$ cat src/rtl/mix_round_engine.sv
// mix_round_engine: handshaked LANES x WIDTH mixing engine, ROUNDS rounds per job with optional result chaining.
// Define MIX_FINAL_MUL_EN to add a FINAL cycle applying o[i] = o[i]*(2i+3) + (2i+1) after the last round.
module mix_round_engine #(
  parameter int WIDTH  = 32,
  parameter int LANES  = 8,
  parameter int ROUNDS = 12,
  parameter int SHL    = 16,
  parameter int SHR_A  = 17,
  parameter int SHR_B  = 12
) (
  input  logic                         clk,
  input  logic                         rst,
  input  logic                         in_valid,
  output logic                         in_ready,
  input  logic                         in_chain,
  input  logic [LANES*WIDTH-1:0]       seed,
  output logic                         out_valid,
  input  logic                         out_ready,
  output logic [LANES*WIDTH-1:0]       result,
  output logic                         busy,
  output logic [$clog2(ROUNDS+1)-1:0]  round_cnt
);
  localparam int CW = $clog2(ROUNDS + 1);
  localparam int IW = $clog2(LANES);
  localparam int H = LANES / 2;
  localparam int Q = LANES / 4;
  localparam logic [CW-1:0] LAST = CW'(ROUNDS);
  typedef logic [WIDTH-1:0] lane_t;
  typedef logic [LANES*WIDTH-1:0] vec_t;
`ifdef MIX_FINAL_MUL_EN
  typedef enum logic [1:0] {IDLE, RUN, FINAL, DONE} state_t;
`else
  typedef enum logic [1:0] {IDLE, RUN, DONE} state_t;
`endif
  state_t state, state_n;
  vec_t st, st_n, last, last_n;
  logic [CW-1:0] cnt, cnt_n;
  // Lane indices wrap by truncating to IW bits, which is mod LANES for a power-of-two lane count.
  function automatic vec_t mix(input vec_t s);
    lane_t o [LANES];
    vec_t r;
    for (int i = 0; i < LANES; i++) o[i] = s[i*WIDTH +: WIDTH];
    for (int i = 0; i < LANES; i++) o[i] = o[i] + lane_t'(i);
    for (int i = 0; i < LANES; i++) o[i] = o[i] + o[IW'(i + LANES - 1)];
    for (int i = 0; i < LANES; i++) o[i] = o[i] + o[IW'(i + 1)] - o[IW'(i + H + 1)];
    for (int i = 0; i < LANES; i++) o[i] = o[i] ^ (o[IW'(i + H - 1)] << SHL);
    for (int i = 0; i < LANES; i++) o[i] = o[i] - (o[IW'(i + Q)] >> SHR_A) + (o[IW'(i + H)] >> SHR_B);
    for (int i = 0; i < LANES; i++) r[i*WIDTH +: WIDTH] = o[i];
    return r;
  endfunction
`ifdef MIX_FINAL_MUL_EN
  function automatic vec_t fmul(input vec_t s);
    vec_t r;
    for (int i = 0; i < LANES; i++)
      r[i*WIDTH +: WIDTH] = s[i*WIDTH +: WIDTH] * lane_t'(2*i + 3) + lane_t'(2*i + 1);
    return r;
  endfunction
`endif
  always_ff @(posedge clk)
    if (rst) begin
      state <= IDLE;
      st    <= '0;
      cnt   <= '0;
      last  <= '0;
    end else begin
      state <= state_n;
      st    <= st_n;
      cnt   <= cnt_n;
      last  <= last_n;
    end
  always_comb begin
    state_n = state;
    st_n    = st;
    cnt_n   = cnt;
    last_n  = last;
    case (state)
      IDLE: if (in_valid) begin
        st_n    = in_chain ? seed ^ last : seed;
        cnt_n   = '0;
        state_n = RUN;
      end
      RUN: if (cnt == LAST) begin
`ifdef MIX_FINAL_MUL_EN
        state_n = FINAL;
`else
        state_n = DONE;
`endif
      end else begin
        st_n  = mix(st);
        cnt_n = cnt + 1'b1;
      end
`ifdef MIX_FINAL_MUL_EN
      FINAL: begin
        st_n    = fmul(st);
        state_n = DONE;
      end
`endif
      DONE: if (out_ready) begin
        last_n  = st;
        state_n = IDLE;
      end
      default: state_n = IDLE;
    endcase
  end
  assign in_ready  = state == IDLE;
  assign out_valid = state == DONE;
`ifdef MIX_FINAL_MUL_EN
  assign busy = state == RUN || state == FINAL;
`else
  assign busy = state == RUN;
`endif
  assign result    = st;
  assign round_cnt = cnt;
endmodule

$ cat config.mk
export PLATFORM = sky130hd
export DESIGN_NAME = mix_round_engine
export DESIGN_NICKNAME = d
export VERILOG_FILES = /design/src/rtl/mix_round_engine.sv
export SDC_FILE = /design/constraint.sdc
export NUM_CORES = 1
export LEC_CHECK = 0
export CORE_UTILIZATION = 30
export DETAILED_ROUTE_END_ITERATION = 6
export GPL_TIMING_DRIVEN = 0
export PLACE_DENSITY = 0.67
export SLEW_MARGIN = 10
export SYNTH_ARGS = -nofsm -noshare
export SYNTH_HDL_FRONTEND = slang
export SYNTH_SLANG_ARGS = --single-unit
$ cat constraint.sdc
create_clock -name clk -period 1.7 [get_ports clk]
set_clock_uncertainty 0.15 [all_clocks]
set_input_delay 0.34 -clock clk [delete_from_list [all_inputs] [get_ports clk]]
set_output_delay 0.34 -clock clk [all_outputs]
set_load 0.02 [all_outputs]
# Word-level counts from Yosys, hierarchy flattened
# Index checks and enable logic that the tools add are counted.
# op_classes
eq_ne	7
mux	10
reduce_logical	5
bitwise	1
addsub	1
# ops
operator	n
256-bit 2-to-1 mux	3
256-bit bitwise XOR	1
4-bit 2-to-1 mux	2
4-bit one-hot mux with 2 select lines	1
2-bit 2-to-1 mux	3
2-bit one-hot mux with 3 select lines	1
3-bit AND reduction	2
4-bit by 1-bit adder with 4-bit output, second input constant	1
4-bit equality test, second input constant	1
2-bit by 1-bit != test with 1-bit output, second input constant	2
2-bit != test, second input constant	2
2-bit by 1-bit equality test with 1-bit output, second input constant	1
2-bit equality test, second input constant	1
2-bit logical NOT	1
2-bit AND reduction	1
2-bit nonzero test	1
# totals
out_inout_bits	263
wordCells	28
regBits	518
inputBits	261

# Depth between registers and ports, before layout
# Gate-level depths: netlist of the first run.
# logic_depth
word_depth	4
mapped_depth	7
mapped_depth_nobuf	5

# Worst setup path after synthesis of the first run
# OpenSTA, ideal clock, no wires.
# synth_timing
kind	reg-to-reg
startpoint	reg cnt[0] (netlist: round_cnt[0])
endpoint	reg st[0] (netlist: result[0])
setup_slack_ns	-0.183
setup_time_ns	0.134
t_arrival_ns	1.599
required_time_ns	1.416
n_path_buf	2
period_less_slack_ns	1.883
stages_incl_launch_ff	8
cell_sequence	dfxtp_1 > inv_1 > ha_1 > and4_1 > nor2_2 > buf_2 > buf_2 > a211oi_1
# synth_via
elab_chain_len	3
# synth_lines
item	line_no	text
start, declared	37	logic [CW-1:0] cnt, cnt_n;
start signal, assigned	68	cnt <= cnt_n;
4-bit equality test	82	RUN: if (cnt == LAST) begin
2-bit != test (no source line)	--	
3-bit AND reduction (no source line)	--	
end signal, assigned	67	st <= st_n;
end, declared	36	vec_t st, st_n, last, last_n;
# Every way passes these cells.
# A chain may end at the register's enable or synchronous reset.

# Worst setup path after layout of the first run
# layout_timing
startpoint	reg cnt[1] (netlist: round_cnt[1])
endpoint	reg st[176] (netlist: result[176])
# Same word-level chain as after synthesis.

==> results of run 1 <==
## layout make-up
cell class,instances,area (um^2)
antenna,7,17.5
buffer,227,1650
clock buffer,84,1750
clock inverter,23,239
fill,6805,38600
inverter,3,13.8
multi-input combinational,1822,10600
sequential,518,10400
tap,940,1180
timing repair buffer,563,5580
## per-layer routing
| layer | GRT usage | part of all wire |
|---|---|---|
| met1 | 0.269 | 0.43 |
| met5 | 0 | 0.00057 |
| met4 | 0.0724 | 0.033 |
| met2 | 0.350 | 0.48 |
| met3 | 0.0490 | 0.065 |
## placed cells by master, fill, tap and decap left out, types with 16 or more instances in the layout
cell type          n
nand2_1          768
dfxtp_1          499
a21oi_1          483
clkdlybuf4s50_1  258
xor2_1           256
dlygate4sd2_1    188
a211oi_1         145
a211oi_2         111
buf_2             91
clkbuf_1          64
clkbuf_16         62
buf_4             61
buf_6             30
buf_8             22
buf_12            21
clkbuf_2          21
a21oi_2           19
clkbuf_8          18
clkdlybuf4s15_2   18
dfxtp_2           16
## final timing paths
path                      from           to  slack [ns]  cells after the start
setup / recovery  round_cnt[1]  result[176]       -0.23                      9
hold reg to reg        last[4]      last[4]        0.30                      2
hold / removal        in_chain  result[229]        0.12                      4
setup reg to reg  round_cnt[1]  result[176]       -0.23                      9
## power by group
group	switching, mW	internal [mW]
logic	2.35	1.94
registers	0.476	12.7
clock network	5.30	7.73
## critical path, cell delays in order (launching register included)
cell and delay, ns:
dfxtp_2 0.36, inv_2 0.05, ha_4 0.16, buf_6 0.11, nand4_1 0.12, buf_6 0.18
buf_12 0.19, clkbuf_16 0.17, a21oi_1 0.08, a211oi_1 0.23
## stage by stage
stage          total power [mW]  setup WS [ns]  hold slack [ns]
2_1_floorplan              15.1         0.0113            0.287
3_3_place_gp               17.4         -0.981            0.292
3_5_place_dp               17.4          -1.02            0.297
4_1_cts                    30.5         -0.200           0.0947
5_1_grt                    31.5         -0.297            0.110
6_report                   30.4         -0.226            0.115
## state kept, by name (all words and copies together), names as in the netlist
name	cells
last	256
result	256
round_cnt	4
state	2
## cells by family after synthesis
group / count (synthesis) / synth area share
XOR/XNOR: 256 / 0.105
AND/OR/NAND/NOR: 785 / 0.140
adder cells (fa/ha/maj): 2 / 0.00118
AO/OA/AOI/OAI: 779 / 0.214
buffers and inverters: 233 / 0.0510
flip-flops: 518 / 0.488
## what timing repair did
item,CTS,global route
resized for setup,782,123
pin swaps,33,50
gates cloned,14,3
buffers inserted,24,5
endpoints found under the setup margin,775,758
==> results.yml, run 1 <==
run_status:
  outcome: "complete, but fails checks"
  violations: "negative setup slack"
sta:
  relSlewSlack: 0.241
  setup_slack_ns: -0.226
  fin_setup_tns_ns: -69.42
  report.final.slew_viol_count: 0
  finalHoldViolCount: 0
  worst_pin_slew_ns: 1.14
  fmax_mhz: 519
  period_share: 1.13
  setup_viol: 687
  period_minus_slack_ns: 1.93
  grt_setup_unrepaired: "yes"
clock_tree:
  clockBufferDepth: 3
  clk_latency_ns: 0.61
  h-tree-depth: 2
  cts_hold_buffers: 0
  cts_tree: "done"
  clk_pin_slew_ns: 0.06
  clockRootBuffer: "clkbuf_16"
  clock-sinks: 518
  cts_buffers: 58
pwr:
  power_leakage_nw: 11.5
  power_density_nw_per_um2: 968
  peakVddDrop_mv: 0.724
layout:
  fin_util: 0.449
  finalInstanceArea_um2: 31400
  final_cells: 4187
  drive_above_1_share: 0.170
  area_delta_synth_final_pct: 47.8
  nNetsFinal: 3456
floorplanning:
  die_y_um: 268
  die_area_um2: 72000
  fp.coreArea_um2: 70000
  die_w_um: 268
  fp-row-count: 97
  io-pin-count: 524
  start_util: 0.304
critical_path:
  worstSetupPathType: "flop to flop"
  critPathMaxFanout: 9
  crit_path_end_kind: "flop"
  required_ns: 2.06
  critPathLaunchType: "flop"
  cp.arrival_ns: 2.28
logic_synthesis:
  netlist_top_cells_area: "dfxtp_1 (49%), nand2_1 (14%), a21oi_1 (12%), xor2_1 (11%), a211oi_1 (9.0%)"
  ys_seq_elements: 518
  synth_seq_area_share: 0.488
  yosys-top-cells-count: "nand2_1 (768), dfxtp_1 (518), a21oi_1 (515), a211oi_1 (256), xor2_1 (256)"
  synth_top_area_share: 0.488
  yosysWarnings: 0
  netlist_area_um2: 21300
  synthFlopType: "dfxtp_1"
  synth.most_common_cell: "nand2_1"
  async_reset_ff_frac: 0
  synthesis.nets: 2836
  synth_edf_count: 0
  synth_cell_types: 29
  synth_cells: 2573
  yosysTopAreaCell: "dfxtp_1"
  syn_area_per_cell_um2: 8.27
global_routing:
  grt_usage: 0.211
  antenna_found_initial: 9
  grt_pass1_vias: 19900
  grt-ovfl-total: 0
  grt_max_degree: 20
  grt_pass1_wl_um: 119000
placement:
  routabilityCongestion: 0.877
  numPortBuffers: 521
  placed_cells: 4034
  hpwl_um: 54700
  place_area_um2: 27700
detailed_routing:
  viasPerCell: 4.91
  num_vias: 20600
  wl_per_cell_um: 18.9
  wl_um: 79300
  postRouteAntennaNets: 0
  drc: 0
  drtIter0Drc: 1368
  drt_pass1_iterations: 5
flow_run:
  maxCapViolCount: 0
worst_hold_path:
  min_path_type: "primary input to flop"
(Power assumes the default switching activity.)
==> run 2: changes to the inputs <==
- CORE_ASPECT_RATIO: not set -> 1.4
- CTS_CLUSTER_SIZE: not set -> 16
==> run 2 against run 1 <==
The run still ends with negative setup slack left. Setup slack improved by 0.039 ns. Power rose by 2.3%. Combinational power grew 15%. First-iteration DRC count is 20% lower. Sequential power about the same. Clock-buffer cell count shrank 7. Cell area rose by 5.7%. Critical endpoint is now result[135]. Largest power group unchanged. Highest routed layer unchanged.
==> results.yml, run 2 (same netlist as run 1, synthesis figures left out) <==
run_status:
  outcome: "complete, but fails checks"
  violations: "negative setup slack"
layout:
  regArea_um2: 10500
  fin_util: 0.473
  drive_above_1_share: 0.340
  nNetsFinal: 3474
  mostFrequentLayoutCells: "nand2_1 (768), dfxtp_1 (399), a21oi_1 (365)"
  final_cells: 4196
  area_delta_synth_final_pct: 56.3
  layout_commonest_cell: "nand2_1"
  fill_cells: 6634
  multi_input_area_um2: 11900
  finalInstanceArea_um2: 33200
critical_path:
  worst-r2r-cell-count: 9
  required_ns: 2.08
  worstSetupPathType: "flop to flop"
  cp.arrival_ns: 2.27
  crit_path_end_kind: "flop"
  r2r-end: "result[135]"
  regToRegStartpoint: "round_cnt[1]"
  critPathLaunchType: "flop"
  r2r_slack_ns: -0.19
  critPathMaxFanout: 8
worst_hold_path:
  hold_start: "in_chain"
  worstHoldEndpoint: "result[228]"
  min_path_type: "primary input to flop"
  min_path_cells: 4
detailed_routing:
  num_vias: 20900
  drt_pass1_iterations: 5
  wl_per_cell_um: 20.2
  drtIter0Drc: 1090
  wl_um: 84900
  viasPerCell: 4.97
  postRouteAntennaNets: 0
  drc: 0
placement:
  routabilityCongestion: 0.843
  numPortBuffers: 521
  hpwl_um: 56900
  place_area_um2: 27700
  pre_cts_slack_ns: -0.967
  placed_cells: 4030
pwr:
  p_total_mw: 31.2
  power_density_nw_per_um2: 937
  peakVddDrop_mv: 0.760
  power_leakage_nw: 11.8
sta:
  fmax_mhz: 530
  grt_setup_unrepaired: "yes"
  report.final.slew_viol_count: 0
  relSlewSlack: 0.421
  worst_pin_slew_ns: 0.868
  finalHoldViolCount: 0
  whs_ns: 0.206
  period_share: 1.11
  setup_slack_ns: -0.187
  fin_setup_tns_ns: -20.37
  setup_viol: 265
  period_minus_slack_ns: 1.89
clock_tree:
  clockBufferDepth: 3
  clock-sinks: 518
  clockRootBuffer: "clkbuf_16"
  clk_latency_ns: 0.62
  cts_tree: "done"
  cts_buffers: 53
  clk_pin_slew_ns: 0.06
  cts_hold_buffers: 0
  h-tree-depth: 2
global_routing:
  grt_max_degree: 20
  antenna_found_initial: 11
  grt_pass1_wl_um: 123000
  grt_usage: 0.221
  grt_pass1_vias: 20900
  grt-ovfl-total: 0
floorplanning:
  die_area_um2: 72000
  die_y_um: 317
  io-pin-count: 524
  start_util: 0.303
  fp-row-count: 115
  fp.coreArea_um2: 70200
  die_w_um: 227
flow_run:
  maxCapViolCount: 0
## run 2: layer usage
layer	vias up	global-route usage	wire length [um]
met5	-	0	59
met4	10	0.102	3960
met3	207	0.0623	6540
met2	688	0.392	42800
met1	9971	0.243	31500
li1	9985	-	-
## run 2: worst max path at each step
stage	startpoint	to	slack, ns	cells after the start
3_5_place_dp	rst	last[134]	-0.97	5
3_3_place_gp	out_ready	last[128]	-0.89	6
2_1_floorplan	round_cnt[0]	result[0]	0.01	7
6_report	round_cnt[1]	result[135]	-0.19	9
4_1_cts	state[0]	busy	-0.23	3
5_1_grt	round_cnt[1]	result[105]	-0.25	9
## run 2: power breakdown
part / internal, mW / leakage (nW) / switching (mW)
Sequential: 12.7 / 4.28 / 0.558
Combinational: 2.32 / 6.52 / 2.61
Clock: 7.69 / 0.953 / 5.28
Total: 22.7 / 11.8 / 8.45
## run 2: worst max-delay path: stages (launching register included)
cell and delay, ns:
dfxtp_4 0.36, inv_4 0.06, ha_4 0.14, and4_4 0.24, nor2_4 0.05, buf_12 0.17
buf_12 0.13, buf_16 0.14, buf_8 0.14, a211oi_2 0.22
## run 2: cell type report
cell class / count / area share
buffer: 220 / 0.0575
inverter: 3 / 0.000489
timing repair buffer: 593 / 0.174
antenna: 5 / 0.000376
tap: 936 / 0.0352
sequential: 518 / 0.317
clock inverter: 22 / 0.0106
clock buffer: 77 / 0.0475
multi-input combinational: 1822 / 0.357
## run 2: timing repair
item,in CTS,in global routing
endpoints found under the hold margin,0,0
gates cloned,26,16
endpoints found under the setup margin,777,597
resized for setup,1768,454
pin swaps,6,39
buffers inserted,32,18
==> run 3: changes to the inputs <==
- CORE_UTILIZATION: 30 -> 45
- PLACE_DENSITY: 0.67 -> 0.89
==> run 3 against run 2 <==
The flow finishes with violations (design-rule violations, negative setup slack). Clock power fell by 10%. Non-clock buffer count up 38. Power down 3.3%. Final cell count fell by 6.7%. Sequential power is essentially flat. Register-to-register slack got worse by 0.55 ns. Global-route usage rose by 14 points. Clock-buffer cell count grew 1. Combinational power grew 4.3%. Fmax decreased by 23%. Setup slack got worse by 0.55 ns. Critical endpoint is now result[61].
==> results.yml, run 3 (same netlist as run 1, synthesis figures left out) <==
worst_hold_path:
  min_path_type: "primary input to flop"
layout:
  area_delta_synth_final_pct: 57.5
  finalInstanceArea_um2: 33500
  mostFrequentLayoutCells: "nand2_1 (759), dfxtp_1 (489), a21oi_1 (336)"
  drive_above_1_share: 0.241
  layout_commonest_cell: "nand2_1"
  nNetsFinal: 3508
  final_cells: 3913
placement:
  routabilityCongestion: 0.881
  numPortBuffers: 521
  placed_cells: 3711
  place_area_um2: 27300
  hpwl_um: 53100
floorplanning:
  fp.coreArea_um2: 46300
  io-pin-count: 524
  die_area_um2: 48100
  die_w_um: 186
  start_util: 0.459
  die_y_um: 259
  fp-row-count: 93
sta:
  report.final.slew_viol_count: 0
  grt_setup_unrepaired: "yes"
  worst_pin_slew_ns: 1.22
  fin_setup_tns_ns: -96.17
  setup_viol: 687
  period_minus_slack_ns: 2.44
  relSlewSlack: 0.185
  setup_slack_ns: -0.736
  fmax_mhz: 411
  period_share: 1.43
  finalHoldViolCount: 0
detailed_routing:
  wl_um: 105000
  wl_met3_um: 14300
  top_layer_used: "met5"
  drt_pass1_iterations: 7
  wl_per_cell_um: 27.0
  routed-wl-met2_um: 47900
  drt-met1-wl_um: 32400
  num_vias: 24400
  postRouteAntennaNets: 0
  drtIter0Drc: 2674
  drc: 41
  viasPerCell: 6.22
run_status:
  violations: "design-rule violations, negative setup slack"
  outcome: "complete, but fails checks"
critical_path:
  critPathMaxFanout: 8
  cp.arrival_ns: 2.69
  critPathLaunchType: "flop"
  required_ns: 1.95
  worstSetupPathType: "flop to flop"
  crit_path_end_kind: "flop"
clock_tree:
  clk_pin_slew_ns: 0.07
  clk_latency_ns: 0.58
  cts_tree: "done"
  clock-sinks: 518
  h-tree-depth: 2
  cts_hold_buffers: 0
  clockBufferDepth: 3
  cts_buffers: 49
  clockRootBuffer: "clkbuf_16"
pwr:
  power_density_nw_per_um2: 899
  power_leakage_nw: 12.3
  peakVddDrop_mv: 0.766
  p_total_mw: 30.1
global_routing:
  grt_pass1_wl_um: 133000
  antenna_found_initial: 19
  grt_max_degree: 20
  grt_pass1_vias: 23200
  grt-ovfl-total: 0
  grt_usage: 0.360
flow_run:
  maxCapViolCount: 0
==> run 3: repair_timing <==
action | CTS | global route
endpoints found under the setup margin | 780 | 749
gates resized for setup | 914 | 394
pin swaps | 59 | 38
gates cloned | 34 | 15
buffers inserted | 38 | 28
==> run 3: area by class of cell <==
type | instances | area, um^2
antenna | 10 | 25.0
fill | 2782 | 12800
buffer | 224 | 1870
clock inverter | 14 | 138
multi-input combinational | 1822 | 12000
tap | 617 | 772
timing repair buffer | 627 | 6700
sequential | 518 | 10400
inverter | 3 | 13.8
clock buffer | 78 | 1550
==> run 3: layer usage <==
| layer | track usage | vias to the layer above |
|---|---|---|
| met4 | 0.262 | 22 |
| li1 | - | 10000 |
| met1 | 0.363 | 11400 |
| met5 | 0 | - |
| met2 | 0.610 | 2026 |
| met3 | 0.125 | 834 |
==> run 3: final timing paths <==
path                     start          end  slack [ns]  cells after the start
setup reg to reg  round_cnt[0]   result[61]       -0.74                      9
hold reg to reg      last[243]    last[243]        0.30                      2
setup / recovery  round_cnt[0]   result[61]       -0.74                      9
hold / removal        in_chain  result[230]        0.15                      4
==> run 3: per-stage QoR <==
stage                util  hold slack [ns]  setup WS, ns
finish              0.723            0.149        -0.736
global route        0.723            0.174        -0.706
CTS                 0.685            0.123        -0.180
detailed placement  0.590            0.297        -0.959
global placement    0.590            0.291        -0.898
floorplan               -            0.287        0.0113
==> run 3: worst max-delay path, cell delays in order (launching register included) <==
cell	delay, ns
dfxtp_4	0.35
inv_4	0.06
ha_4	0.14
and4_4	0.24
nor2_4	0.05
buf_12	0.14
buf_4	0.20
buf_12	0.15
buf_16	0.14
a211oi_4	0.60
==> run 3: power breakdown <==
part / internal [mW] / switching (mW)
registers: 12.6 / 0.677
logic: 2.27 / 2.87
clock network: 6.57 / 5.09
total: 21.5 / 8.64
